File: src/rtl/multdiv_engine.sv
// Iterative signed multiply (radix-2 Booth) / divide (restoring) unit.
// Start pulse captures operands; result lands 32 edges later with a one-cycle ready pulse.
module multdiv_engine #(
  parameter int WIDTH = 32,
  parameter int CNT_W = 6
) (
  input  logic             clock,
  input  logic             reset,
  input  logic [WIDTH-1:0] data_operandA,
  input  logic [WIDTH-1:0] data_operandB,
  input  logic             ctrl_MULT,
  input  logic             ctrl_DIV,
  output logic [WIDTH-1:0] data_result,
  output logic             data_exception,
  output logic             data_resultRDY
);

  typedef enum logic [1:0] {IDLE, MUL_RUN, DIV_RUN, DONE} state_t;

  state_t               state;
  logic [CNT_W-1:0]     cnt;
  // Shared work register: multiply {hi, lo, q-1}; divide {rem(W+1), quo(W)}.
  logic [2*WIDTH:0]     prod;
  logic [WIDTH:0]       opnd;
  logic                 q_neg, div_zero, div_ovf;

  function automatic logic [WIDTH-1:0] mag(input logic [WIDTH-1:0] v);
    return v[WIDTH-1] ? ('0 - v) : v;
  endfunction

  logic             last;
  logic [WIDTH:0]   hi_ext, booth_sum;
  logic [2*WIDTH:0] mul_nxt;
  logic [WIDTH:0]   hi_chk;
  logic             mul_ovf;
  logic [WIDTH:0]   shifted;
  logic [WIDTH+1:0] trial;
  logic [2*WIDTH:0] div_nxt;
  logic [WIDTH-1:0] quo, quo_s;

  assign last = (cnt == CNT_W'(WIDTH-1));

  // Booth step: add in WIDTH+1 bits so that subtracting -2^(W-1) cannot wrap.
  always_comb begin
    hi_ext = {prod[2*WIDTH], prod[2*WIDTH:WIDTH+1]};
    booth_sum = hi_ext;
    case (prod[1:0])
      2'b01:   booth_sum = hi_ext + opnd;
      2'b10:   booth_sum = hi_ext - opnd;
      default: booth_sum = hi_ext;
    endcase
  end

  assign mul_nxt = {booth_sum, prod[WIDTH:1]};
  assign hi_chk  = mul_nxt[2*WIDTH:WIDTH];
  assign mul_ovf = !((&hi_chk) || (~|hi_chk));

  // Restoring divide step on magnitudes.
  assign shifted = {prod[2*WIDTH-1:WIDTH], prod[WIDTH-1]};
  assign trial   = {1'b0, shifted} - {1'b0, opnd};
  assign div_nxt = trial[WIDTH+1] ? {shifted, prod[WIDTH-2:0], 1'b0}
                                  : {trial[WIDTH:0], prod[WIDTH-2:0], 1'b1};
  assign quo     = div_nxt[WIDTH-1:0];
  assign quo_s   = q_neg ? ('0 - quo) : quo;

  always_ff @(posedge clock or posedge reset) begin
    if (reset) begin
      state          <= IDLE;
      cnt            <= '0;
      prod           <= '0;
      opnd           <= '0;
      q_neg          <= 1'b0;
      div_zero       <= 1'b0;
      div_ovf        <= 1'b0;
      data_result    <= '0;
      data_exception <= 1'b0;
      data_resultRDY <= 1'b0;
    end else begin
      data_resultRDY <= 1'b0;
      if (ctrl_MULT) begin
        state <= MUL_RUN;
        cnt   <= '0;
        prod  <= {{WIDTH{1'b0}}, data_operandB, 1'b0};
        opnd  <= {data_operandA[WIDTH-1], data_operandA};
      end else if (ctrl_DIV) begin
        state    <= DIV_RUN;
        cnt      <= '0;
        prod     <= {{(WIDTH+1){1'b0}}, mag(data_operandA)};
        opnd     <= {1'b0, mag(data_operandB)};
        q_neg    <= data_operandA[WIDTH-1] ^ data_operandB[WIDTH-1];
        div_zero <= ~|data_operandB;
        div_ovf  <= (data_operandA == {1'b1, {(WIDTH-1){1'b0}}}) && (&data_operandB);
      end else begin
        case (state)
          MUL_RUN: begin
            prod <= mul_nxt;
            cnt  <= cnt + 1'b1;
            if (last) begin
              data_result    <= mul_nxt[WIDTH:1];
              data_exception <= mul_ovf;
              data_resultRDY <= 1'b1;
              state          <= DONE;
            end
          end
          DIV_RUN: begin
            prod <= div_nxt;
            cnt  <= cnt + 1'b1;
            if (last) begin
              data_result    <= div_zero ? '0 : quo_s;
              data_exception <= div_zero | div_ovf;
              data_resultRDY <= 1'b1;
              state          <= DONE;
            end
          end
          DONE:    state <= IDLE;
          default: state <= IDLE;
        endcase
      end
    end
  end

endmodule

File: config.mk
export PLATFORM = sky130hd
export DESIGN_NAME = multdiv_engine
export DESIGN_NICKNAME = d
export VERILOG_FILES = /design/src/rtl/multdiv_engine.sv
export SDC_FILE = /design/constraint.sdc
export NUM_CORES = 1
export LEC_CHECK = 0
export CAP_MARGIN = 20
export CORE_MARGIN = 3
export CORE_UTILIZATION = 25
export DETAILED_ROUTE_END_ITERATION = 10
export GPL_ROUTABILITY_DRIVEN = 1
export PLACE_DENSITY = 0.45
export SLEW_MARGIN = 30
export SYNTH_ARGS = -nofsm -noshare
export SYNTH_HDL_FRONTEND = slang
export SYNTH_SLANG_ARGS = --single-unit
File: constraint.sdc
create_clock -name clock -period 5.3 [get_ports clock]
set_input_delay 0.795 -clock clock [delete_from_list [all_inputs] [get_ports clock]]
set_output_delay 0.795 -clock clock [all_outputs]
set_load 0.01 [all_outputs]
After elaboration in Yosys (flattened, before gate mapping)
Cells that the tools add are included.
{"block": "totals", "register_bits": 143, "inputBits": 68, "out_inout_bits": 34, "word_cells": 74}
{"block": "classes", "n_addsub": 7, "eq_ne": 9, "muxes": 28, "bitwise_logic": 4, "reduce_logical": 16}
{"operator": "$mux 65", "count": 3}
{"operator": "$mux 32", "count": 6}
{"operator": "$pmux 65 s2", "count": 1}
{"operator": "$sub 1x32->32 const A", "count": 3}
{"operator": "$mux 33", "count": 2}
{"operator": "$pmux 33 s2", "count": 1}
{"operator": "$pmux 32 s2", "count": 1}
{"operator": "$sub 33x33->34", "count": 1}
{"operator": "$add 33x33->33", "count": 1}
{"operator": "$reduce_and 33->1", "count": 1}
{"operator": "$reduce_or 33->1", "count": 1}
{"operator": "$sub 33x33->33", "count": 1}
{"operator": "$eq 32x32->1 const B", "count": 1}
{"operator": "$reduce_and 32->1", "count": 1}
{"operator": "$reduce_or 32->1", "count": 1}
{"operator": "$mux 6", "count": 3}
{"operator": "$mux 2", "count": 4}
{"operator": "$add 6x1->6 const B", "count": 1}
{"operator": "$eq 6x5->1 const B", "count": 1}
{"operator": "$mux 1", "count": 6}
{"operator": "$reduce_and 5->1", "count": 1}
{"operator": "$eq 2x1->1 const B", "count": 2}
{"operator": "$eq 2x2->1 const B", "count": 2}
{"operator": "$ne 2x2->1 const B", "count": 2}
{"operator": "other kinds (13)", "count": 17}

Depth between registers and ports, before layout
Gate-level depths: netlist of run 1.
{"block": "depth", "ltp_word": 8, "mapped_depth": 21, "depth_no_buf": 20}

Worst setup path after synthesis of run 1
No wires, ideal clock.
{"block": "synth_path", "path_kind": "register to register", "start": "reg opnd[2]", "end": "reg data_exception", "arrival_time_ps": 5096, "required_time_ps": 5164, "slack_ps": 68, "path_stages_with_launch": 20, "n_path_buf": 1, "period_less_slack_ps": 5232, "path_cell_list": "dfrtp_1 > or4_1 > nor4_1 > nand4_1 > nor4_1 > nor2_1 > xnor2_1 > ha_1 > clkbuf_1 > nand4_1 > or2_2 > a2111oi_0 > nor4_1 > o21ai_0 > a31oi_1 > or4_1 > nor4_1 > nand4_1 > nor4_1 > a211oi_1"}
{"block": "synth_between", "elab_chain_cells": 8, "elab_cells_between_ends": 10, "classes_between": "add/sub (2); mux (3); reduce/logical (5)"}
{"item": "start: declaration", "line_no": "24", "rtl": "logic [WIDTH:0] opnd;"}
{"item": "start signal: assignment", "line_no": "84", "rtl": "opnd <= {data_operandA[WIDTH-1], data_operandA};"}
{"item": "start signal: assignment", "line_no": "89", "rtl": "opnd <= {1'b0, mag(data_operandB)};"}
{"item": "$sub 33x33->33 or $add 33x33->33 (tied branches)", "line_no": "49, 48"}
{"item": "$pmux 33 s2 (*)", "line_no": "47", "rtl": "case (prod[1:0])"}
{"item": "$reduce_or 33->1", "line_no": "56", "rtl": "assign mul_ovf = !((&hi_chk) || (~|hi_chk));"}
{"item": "$logic_not 1->1", "line_no": "56"}
{"item": "$logic_or 1x1->1 (*)", "line_no": "56"}
{"item": "$logic_not 1->1 (*)", "line_no": "56"}
{"item": "$mux 1 (*)", "line_no": "98", "rtl": "if (last) begin"}
{"item": "$pmux 1 s2 (*)", "line_no": "94", "rtl": "case (state)"}
{"item": "end signal: assignment", "line_no": "100", "rtl": "data_exception <= mul_ovf;"}
{"item": "end signal: assignment", "line_no": "110", "rtl": "data_exception <= div_zero | div_ovf;"}
{"item": "end: declaration", "line_no": "14", "rtl": "output logic data_exception,"}
Every way passes the cells marked *; elsewhere a longest branch is shown, timed or not. The select of a mux whose other input is x is not followed.
A chain may end at the register's enable or synchronous reset.

Worst setup path in the final report of run 1
Same ends and word-level chain as after synthesis.

==> summary.log, run 1 <==
qor: clock_tree.cts-htree-levels 4
qor: critical_path.cp_slowest_stage_delay 0.56 ns
qor: power.leakage_power 6.93 nW
qor: synthesis.synth.yosys.seq_area_share 25.5%
qor: floorplanning.die_area 0.0590 mm²
qor: timing.timing_worst_slew_pin_value 0.960 ns
qor: synthesis.async_reset_ff_share 100%
qor: floorplanning.core_region_area 0.0553 mm²
qor: critical_path.cp.required 5.62 ns
qor: clock_tree.clock_tree_from_tritoncts done
qor: hold_path.worst_min_delay_path_class flip-flop to flip-flop
qor: routing.detail_route_met2_wl 26,400 µm
qor: layout.finish.utilization 30.6%
qor: timing.maxClockFrequency 0.200 GHz
qor: floorplanning.die-width 243 µm
qor: clock_tree.numClockSinks 143
qor: routing.number_of_drc_markers_after_the_initial_detailed_route_iteration 1,190
qor: timing.fin_skew 0.0126 ns
qor: placed_design.post-dp-hpwl 44,200 µm
qor: job.max_cap_violations 0
qor: global_routing.grt_pass1_vias 14,400
qor: hold_path.hold-path-cell-count 2
qor: routing.route.antenna.remaining_nets 0
qor: power.vdd_ir_drop_max 247 µV
qor: critical_path.cp-end-kind flip-flop
qor: synthesis.netlist_area 0.0140 mm²
qor: global_routing.overflow 0
qor: routing.detail_route.drc_violations 0
qor: global_routing.track_usage 19.3%
qor: synthesis.avgSynthCellArea 7.76 µm²
qor: timing.totalNegativeSetupSlack 0 ns
qor: clock_tree.numCtsBuffers 17
qor: power.p_per_area 285 mW/mm²
qor: global_routing.maximum_number_of_pins_on_one_net_before_global_route_repair 100
qor: layout.layout.nets 2,050
qor: routing.highest-signal-layer met4
qor: routing.detailroute.wirelength.met3 2870 µm
qor: critical_path.r2r-end data_exception$_DFFE_PP0P_
qor: synthesis.post_synth_main_area_contributors dfrtp_1, ha_1, o21ai_0
qor: synthesis.post_synthesis_sequential_element_count 143
qor: timing.final_hold_viol_count 0
qor: critical_path.reg2reg_slack 0.30 ns
qor: clock_tree.clk_latency 0.46 ns
qor: timing.finalSetupViolCount 0
qor: routing.drt_pre_antenna_iters 6
qor: critical_path.worstReg2RegStart opnd[2]$_DFFE_PP0N_
qor: power.p_total 4.82 mW
qor: floorplanning.die_height 243 µm
qor: floorplanning.io_pins 102
qor: routing.vias_per_cell 5.49
qor: synthesis.postSynthNetCount 1,955
qor: timing.final.period_utilization 94.4%
qor: floorplanning.start_util 25.4%
qor: layout.area.growth.synth_to_final 20.7%
qor: synthesis.synth_warnings 0
qor: synthesis.synth.largest_area_cell dfrtp_1
qor: critical_path.cp_common_cell nand4_1
qor: synthesis.syn_inst 1,810
qor: layout.drive_above_1_share 9.02%
qor: critical_path.worstPathMaxFanout 5
qor: critical_path.worst-r2r-cell-count 21
qor: timing.max-slew-margin-rel 35.8%
qor: synthesis.postSynth.topFlopCell dfrtp_1
qor: hold_path.hold_path.startpoint data_result[27]$_DFFE_PP0P_
qor: critical_path.crit_arrival 5.32 ns
qor: synthesis.synth-edff-count 0
qor: critical_path.crit_slowest_cell or4_4
qor: placed_design.routabilityCongestion 0.933
qor: timing.slew_violations 0
qor: routing.wire_per_inst 21.7 µm
qor: critical_path.critPathKind flip-flop to flip-flop
qor: critical_path.cells_along_the_critical_path or4_4 -> nor4_2 -> buf_4 -> nand4_1 -> nor2_2 -> and3_4 -> a21oi_1 -> xnor2_1 -> ha_1 -> a21o_1 -> a31oi_2 -> o22ai_2 -> or4_1 -> a31oi_1 -> nand4_1 -> or4_4 -> nor4_4 -> buf_4 -> nand4_1 -> nor4_2 -> a211oi_1
qor: synthesis.synth_top_area_share 25.5%
qor: floorplanning.core.rowCount 86
qor: global_routing.global_route_wire_length_before_repair 88,700 µm
qor: hold_path.worst_hold_path.endpoint data_result[27]$_DFFE_PP0P_
qor: critical_path.startpoint_type flip-flop
qor: synthesis.yosys-top-cells-count nand2_1, o21ai_0, a21oi_1, dfrtp_1, nor2_1
qor: routing.met1_length 26,400 µm
qor: routing.via_count 14,600
qor: synthesis.synth_cell_types 73
qor: clock_tree.clockRootBuffer clkbuf_16
qor: timing.finalWorstPathRequiredPeriod 5.00 ns
qor: clock_tree.clkTransAtPathRegs 0.07 ns
qor: routing.drt_wl_total 57,800 µm
qor: outcome.status finished clean
qor: placed_design.port_buffer_count 101
qor: clock_tree.clock_path_buffers 2
qor: global_routing.antenna_found_initial 0
[timing repair]
item | in CTS | in global routing
setup endpoints to repair | 1 | 4
gates cloned | 0 | 0
pin swaps | 0 | 5
hold buffers | 0 | 0
setup buffers | 0 | 1
resized for setup | 2 | 18
[worst max path at each step]
| stage | start | end | slack, ns |
|---|---|---|---|
| 2_1_floorplan | opnd[2]$_DFFE_PP0N_ | data_exception$_DFFE_PP0P_ | 0.07 |
| 3_3_place_gp | opnd[2]$_DFFE_PP0N_ | data_exception$_DFFE_PP0P_ | -0.009 |
| 3_5_place_dp | opnd[2]$_DFFE_PP0N_ | data_exception$_DFFE_PP0P_ | -0.01 |
| 4_1_cts | opnd[2]$_DFFE_PP0N_ | data_exception$_DFFE_PP0P_ | 0.03 |
| 5_1_grt | opnd[2]$_DFFE_PP0N_ | data_exception$_DFFE_PP0P_ | -0.04 |
| 6_report | opnd[2]$_DFFE_PP0N_ | data_exception$_DFFE_PP0P_ | 0.30 |
[state kept, by name, summed over array words and instances (netlist names)]
signal          flops
cnt                 6
data_exception      1
data_result        32
data_resultRDY      1
div_ovf             1
div_zero            1
opnd               33
prod               65
q_neg               1
state               2
[kinds of logic (layout without fill, tap and decap cells)]
| logic type | Yosys count | after routing | synth area share (%) |
|---|---|---|---|
| AO/OA/AOI/OAI | 654 | 654 | 30.3 |
| AND/OR/NAND/NOR | 563 | 563 | 20.1 |
| buffers and inverters | 181 | 289 | 4.92 |
| XOR/XNOR | 162 | 162 | 10.1 |
| flip-flops | 143 | 143 | 25.5 |
| adder cells (fa/ha/maj) | 77 | 77 | 6.97 |
| multiplexers | 30 | 30 | 2.19 |
| other | 0 | 1 | 0 |
[stage by stage]
| step | hold slack, ns | cell area [µm²] | worst slack [ns] | std cells |
|---|---|---|---|---|
| after floorplan | 0.457 | 14000 | 0.0682 | 1810 |
| after global placement | 0.501 | 16200 | -0.00912 | 2632 |
| after detailed placement | 0.506 | 16200 | -0.0115 | 2632 |
| after CTS | 0.521 | 16800 | 0.0325 | 2664 |
| after global routing | 0.558 | 16900 | -0.0386 | 2666 |
| final | 0.518 | 16900 | 0.299 | 2667 |
[worst max-delay path: cells and delay by family, from the launching register on]
family                     cells  cell delay [ns]
AOI/OAI and AO/OA              6             0.89
xor gates and xnor gates       1             0.21
adders and majority gates      1             0.32
buffers and inverters          2             0.31
DFF                            1             0.38
and+or+nand+nor               11             2.77
[power breakdown]
| part | switching, mW | internal (mW) | leakage, nW |
|---|---|---|---|
| Clock | 0.547 | 0.654 | 0.279 |
| Combinational | 1.37 | 0.908 | 4.83 |
| Sequential | 0.164 | 1.18 | 1.82 |
[area by class of cell]
type	count	area, µm²
fillers	6012	38400
multi-input cells	1486	9910
flip-flops and latches	143	3580
repair buffers	189	1690
well taps	748	936
clock buffers	18	429
inverters	68	260
clock inverters	14	133
diodes	1	2.50
[routing by layer]
metal / vias to the layer above / track usage (%)
li1: 6922 / -
met1: 7151 / 26.2
met2: 487 / 30.9
met3: 86 / 2.23
met4: 0 / 8.03
met5: - / 0
[placed cells by master (no fill, tap or decap), drive strengths merged, types with 13 or more instances in the layout]
cell type	instances
nand2	180
or2	13
nor4	21
a31oi	27
or3	25
xnor2	79
or4	22
nand4	30
xor2	83
o21ai	182
nor2	110
ha	75
nor2b	45
a211oi	60
o41ai	14
dfrtp	143
clkbuf	18
a21oi	143
o21a	18
clkdlybuf4s50	99
inv	74
a221o	24
o31ai	38
nor3	23
mux2i	24
a21o	40
buf	90
o211ai	30
nand2b	15
nand3	40
No activity file was read; power rests on OpenSTA's default activity.
==> inputs of run 2 (changes only) <==
--- a/config.mk
+++ b/config.mk
@@ -6,7 +6,7 @@
 export NUM_CORES = 1
 export LEC_CHECK = 0
 export CAP_MARGIN = 20
-export CORE_MARGIN = 3
+export CORE_MARGIN = 2
 export CORE_UTILIZATION = 25
 export DETAILED_ROUTE_END_ITERATION = 10
 export GPL_ROUTABILITY_DRIVEN = 1
==> run 2 against run 1 <==
Power fell by 1.6%. Highest routed layer unchanged. Utilization fell by 0.15 points. Register-to-register slack lost 0.11 ns.
==> summary.log, run 2 (same netlist as run 1, synthesis figures left out) <==
qor: placed_design.post-dp-hpwl 43,800 µm
qor: timing.timing_worst_slew_pin_value 0.935 ns
qor: placed_design.dp_cells 2,625
qor: routing.route.antenna.remaining_nets 0
qor: floorplanning.die_height 241 µm
qor: floorplanning.die-width 241 µm
qor: global_routing.overflow 0
qor: clock_tree.cts.hold.buffers_added 0
qor: global_routing.track_usage 19.8%
qor: critical_path.cells_along_the_critical_path or4_4 -> nor4_2 -> buf_4 -> nand4_1 -> nor2_1 -> and3_4 -> a21oi_1 -> xnor2_1 -> ha_1 -> a21o_1 -> a31oi_1 -> o22ai_1 -> or4_1 -> a31oi_1 -> nand4_1 -> or4_1 -> nor4_2 -> nand4_1 -> nor4_2 -> a211oi_1
qor: power.leakage_power 6.86 nW
qor: hold_path.worst_min_delay_path_class flip-flop to flip-flop
qor: layout.layout.nets 2,042
qor: timing.max-slew-margin-rel 37.5%
qor: critical_path.worstPathMaxFanout 5
qor: floorplanning.core_region_area 0.0553 mm²
qor: critical_path.crit_arrival 5.43 ns
qor: critical_path.critPathKind flip-flop to flip-flop
qor: timing.final_hold_viol_count 0
qor: critical_path.crit_slowest_cell or4_4
qor: floorplanning.core.rowCount 86
qor: clock_tree.numClockSinks 143
qor: floorplanning.io_pins 102
qor: power.pwr-share-clk 24.5%
qor: placed_design.port_buffer_count 101
qor: floorplanning.start_util 25.4%
qor: layout.most-common-layout-cells nand2_1, o21ai_0, a21oi_1, dfrtp_1, nor2_1
qor: power.vdd_ir_drop_max 227 µV
qor: global_routing.antenna_found_initial 0
qor: power.p_seq_share 28.4%
qor: clock_tree.numCtsBuffers 17
qor: timing.slew_violations 0
qor: power.internal_power 2.68 mW
qor: layout.nFillCells 5,987
qor: routing.wire_per_inst 21.5 µm
qor: global_routing.maximum_number_of_pins_on_one_net_before_global_route_repair 85
qor: critical_path.cp_slowest_stage_delay 0.56 ns
qor: critical_path.cp-end-kind flip-flop
qor: clock_tree.clk_latency 0.46 ns
qor: routing.detail_route.drc_violations 0
qor: routing.drt_wl_total 57,200 µm
qor: layout.drive_above_1_share 8.70%
qor: layout.final-instance-count-excl-fill 2,657
qor: clock_tree.clock_path_buffers 2
qor: global_routing.grt_pass1_vias 14,100
qor: clock_tree.cts-htree-levels 4
qor: clock_tree.post_cts_setup_buffer_count 0
qor: timing.holdWs 0.511 ns
qor: job.max_cap_violations 0
qor: timing.totalNegativeSetupSlack 0 ns
qor: critical_path.startpoint_type flip-flop
qor: power.netSwitchingFraction 43.4%
qor: layout.final_common_cell nand2_1
qor: routing.drt_pre_antenna_iters 5
qor: timing.finalWorstPathRequiredPeriod 5.11 ns
qor: layout.antenna_cells_inserted 0
qor: outcome.status finished clean
qor: layout.finish.utilization 30.5%
qor: layout.reg.largest.list prod: 65 flops, opnd: 33 flops, data_result: 32 flops
qor: routing.number_of_drc_markers_after_the_initial_detailed_route_iteration 1,242
qor: critical_path.reg2reg_slack 0.19 ns
qor: timing.fin_skew 0.0103 ns
qor: layout.area.growth.synth_to_final 20.1%
qor: clock_tree.clkTransAtPathRegs 0.07 ns
qor: power.p_per_area 281 mW/mm²
qor: timing.final.period_utilization 96.4%
qor: clock_tree.clock_tree_from_tritoncts done
qor: power.netSwitchingPower 2.06 mW
qor: floorplanning.die_area 0.0581 mm²
qor: clock_tree.clockRootBuffer clkbuf_16
qor: timing.maxClockFrequency 0.196 GHz
qor: timing.finalSetupViolCount 0
qor: power.pwr-share-comb 47.1%
qor: layout.largest_register prod
qor: placed_design.routabilityCongestion 0.910
qor: critical_path.cp.required 5.62 ns
qor: layout.largest_register_ffs 65
qor: global_routing.global_route_wire_length_before_repair 87,700 µm
qor: routing.via_count 14,500
qor: routing.vias_per_cell 5.46
[run 2: cell types whose count changed in the layout (fill, tap and decap cells not counted), moves of 2 or more]
cell        change
a2111oi_0       -2
clkinvlp_4      +3
a2111oi_1       +2
nor4_1          -2
inv_8           -2
clkbuf_8        +2
buf_4           -8
clkinv_2        -2
nor4_2          +3
[run 2: cell type report]
class	instances	area, µm²	share of cell area (%)
Multi-Input combinational cell	1486	9920	58.8
Clock inverter	11	83.8	0.497
Timing Repair Buffer	181	1630	9.65
Inverter	68	260	1.54
Clock buffer	20	457	2.71
Sequential cell	143	3580	21.2
Tap cell	748	936	5.55
[run 2: through the flow]
stage	area, µm²	setup WS, ns	total power [mW]
2_1_floorplan	14000	0.0682	2.75
3_3_place_gp	16200	0.0250	3.54
6_report	16900	0.188	4.74
4_1_cts	16700	0.0194	4.74
5_1_grt	16900	-0.000636	5.05
3_5_place_dp	16200	-0.0480	3.55
[run 2: final timing paths]
path / depth (start not counted) / startpoint / to
hold / removal: 2 / data_result[15]$_DFFE_PP0P_ / data_result[15]$_DFFE_PP0P_
setup / recovery: 20 / opnd[2]$_DFFE_PP0N_ / data_exception$_DFFE_PP0P_
min in group asynchronous: 2 / reset / opnd[9]$_DFFE_PP0N_
max in group asynchronous: 3 / reset / prod[64]$_DFFE_PP0P_
setup reg to reg: 20 / opnd[2]$_DFFE_PP0N_ / data_exception$_DFFE_PP0P_
hold reg to reg: 2 / data_result[15]$_DFFE_PP0P_ / data_result[15]$_DFFE_PP0P_
[run 2: routing by layer]
| metal | GRT usage [%] | vias to the layer above | wire length, µm |
|---|---|---|---|
| met5 | 0 | - | 0 |
| met4 | 6.40 | 0 | 1490 |
| met3 | 1.93 | 68 | 2530 |
| met2 | 32.3 | 441 | 26600 |
| met1 | 27.4 | 7104 | 26600 |
| li1 | - | 6904 | - |
[run 2: critical path, delay by kind of cell, from the launching register on]
kind | cells | cell delay (ns)
XOR/XNOR | 1 | 0.20
buffers and inverters | 1 | 0.17
flip-flops | 1 | 0.38
AND/OR/NAND/NOR | 11 | 2.93
adder cells (fa/ha/maj) | 1 | 0.33
AO/OA/AOI/OAI | 6 | 0.96
[run 2: power by group through the flow]
| stage | sequential (mW) | clock (mW) | combinational (mW) |
|---|---|---|---|
| 2_1_floorplan | 1.29 | 0 | 1.46 |
| 3_3_place_gp | 1.36 | 0 | 2.18 |
| 3_5_place_dp | 1.36 | 0 | 2.19 |
| 4_1_cts | 1.34 | 1.20 | 2.20 |
| 5_1_grt | 1.36 | 1.24 | 2.45 |
| 6_report | 1.35 | 1.16 | 2.23 |
[run 2: what timing repair did]
item / in CTS / in global routing
pin swaps: 0 / 1
setup endpoints to repair: 2 / 4
gates resized for setup: 2 / 21
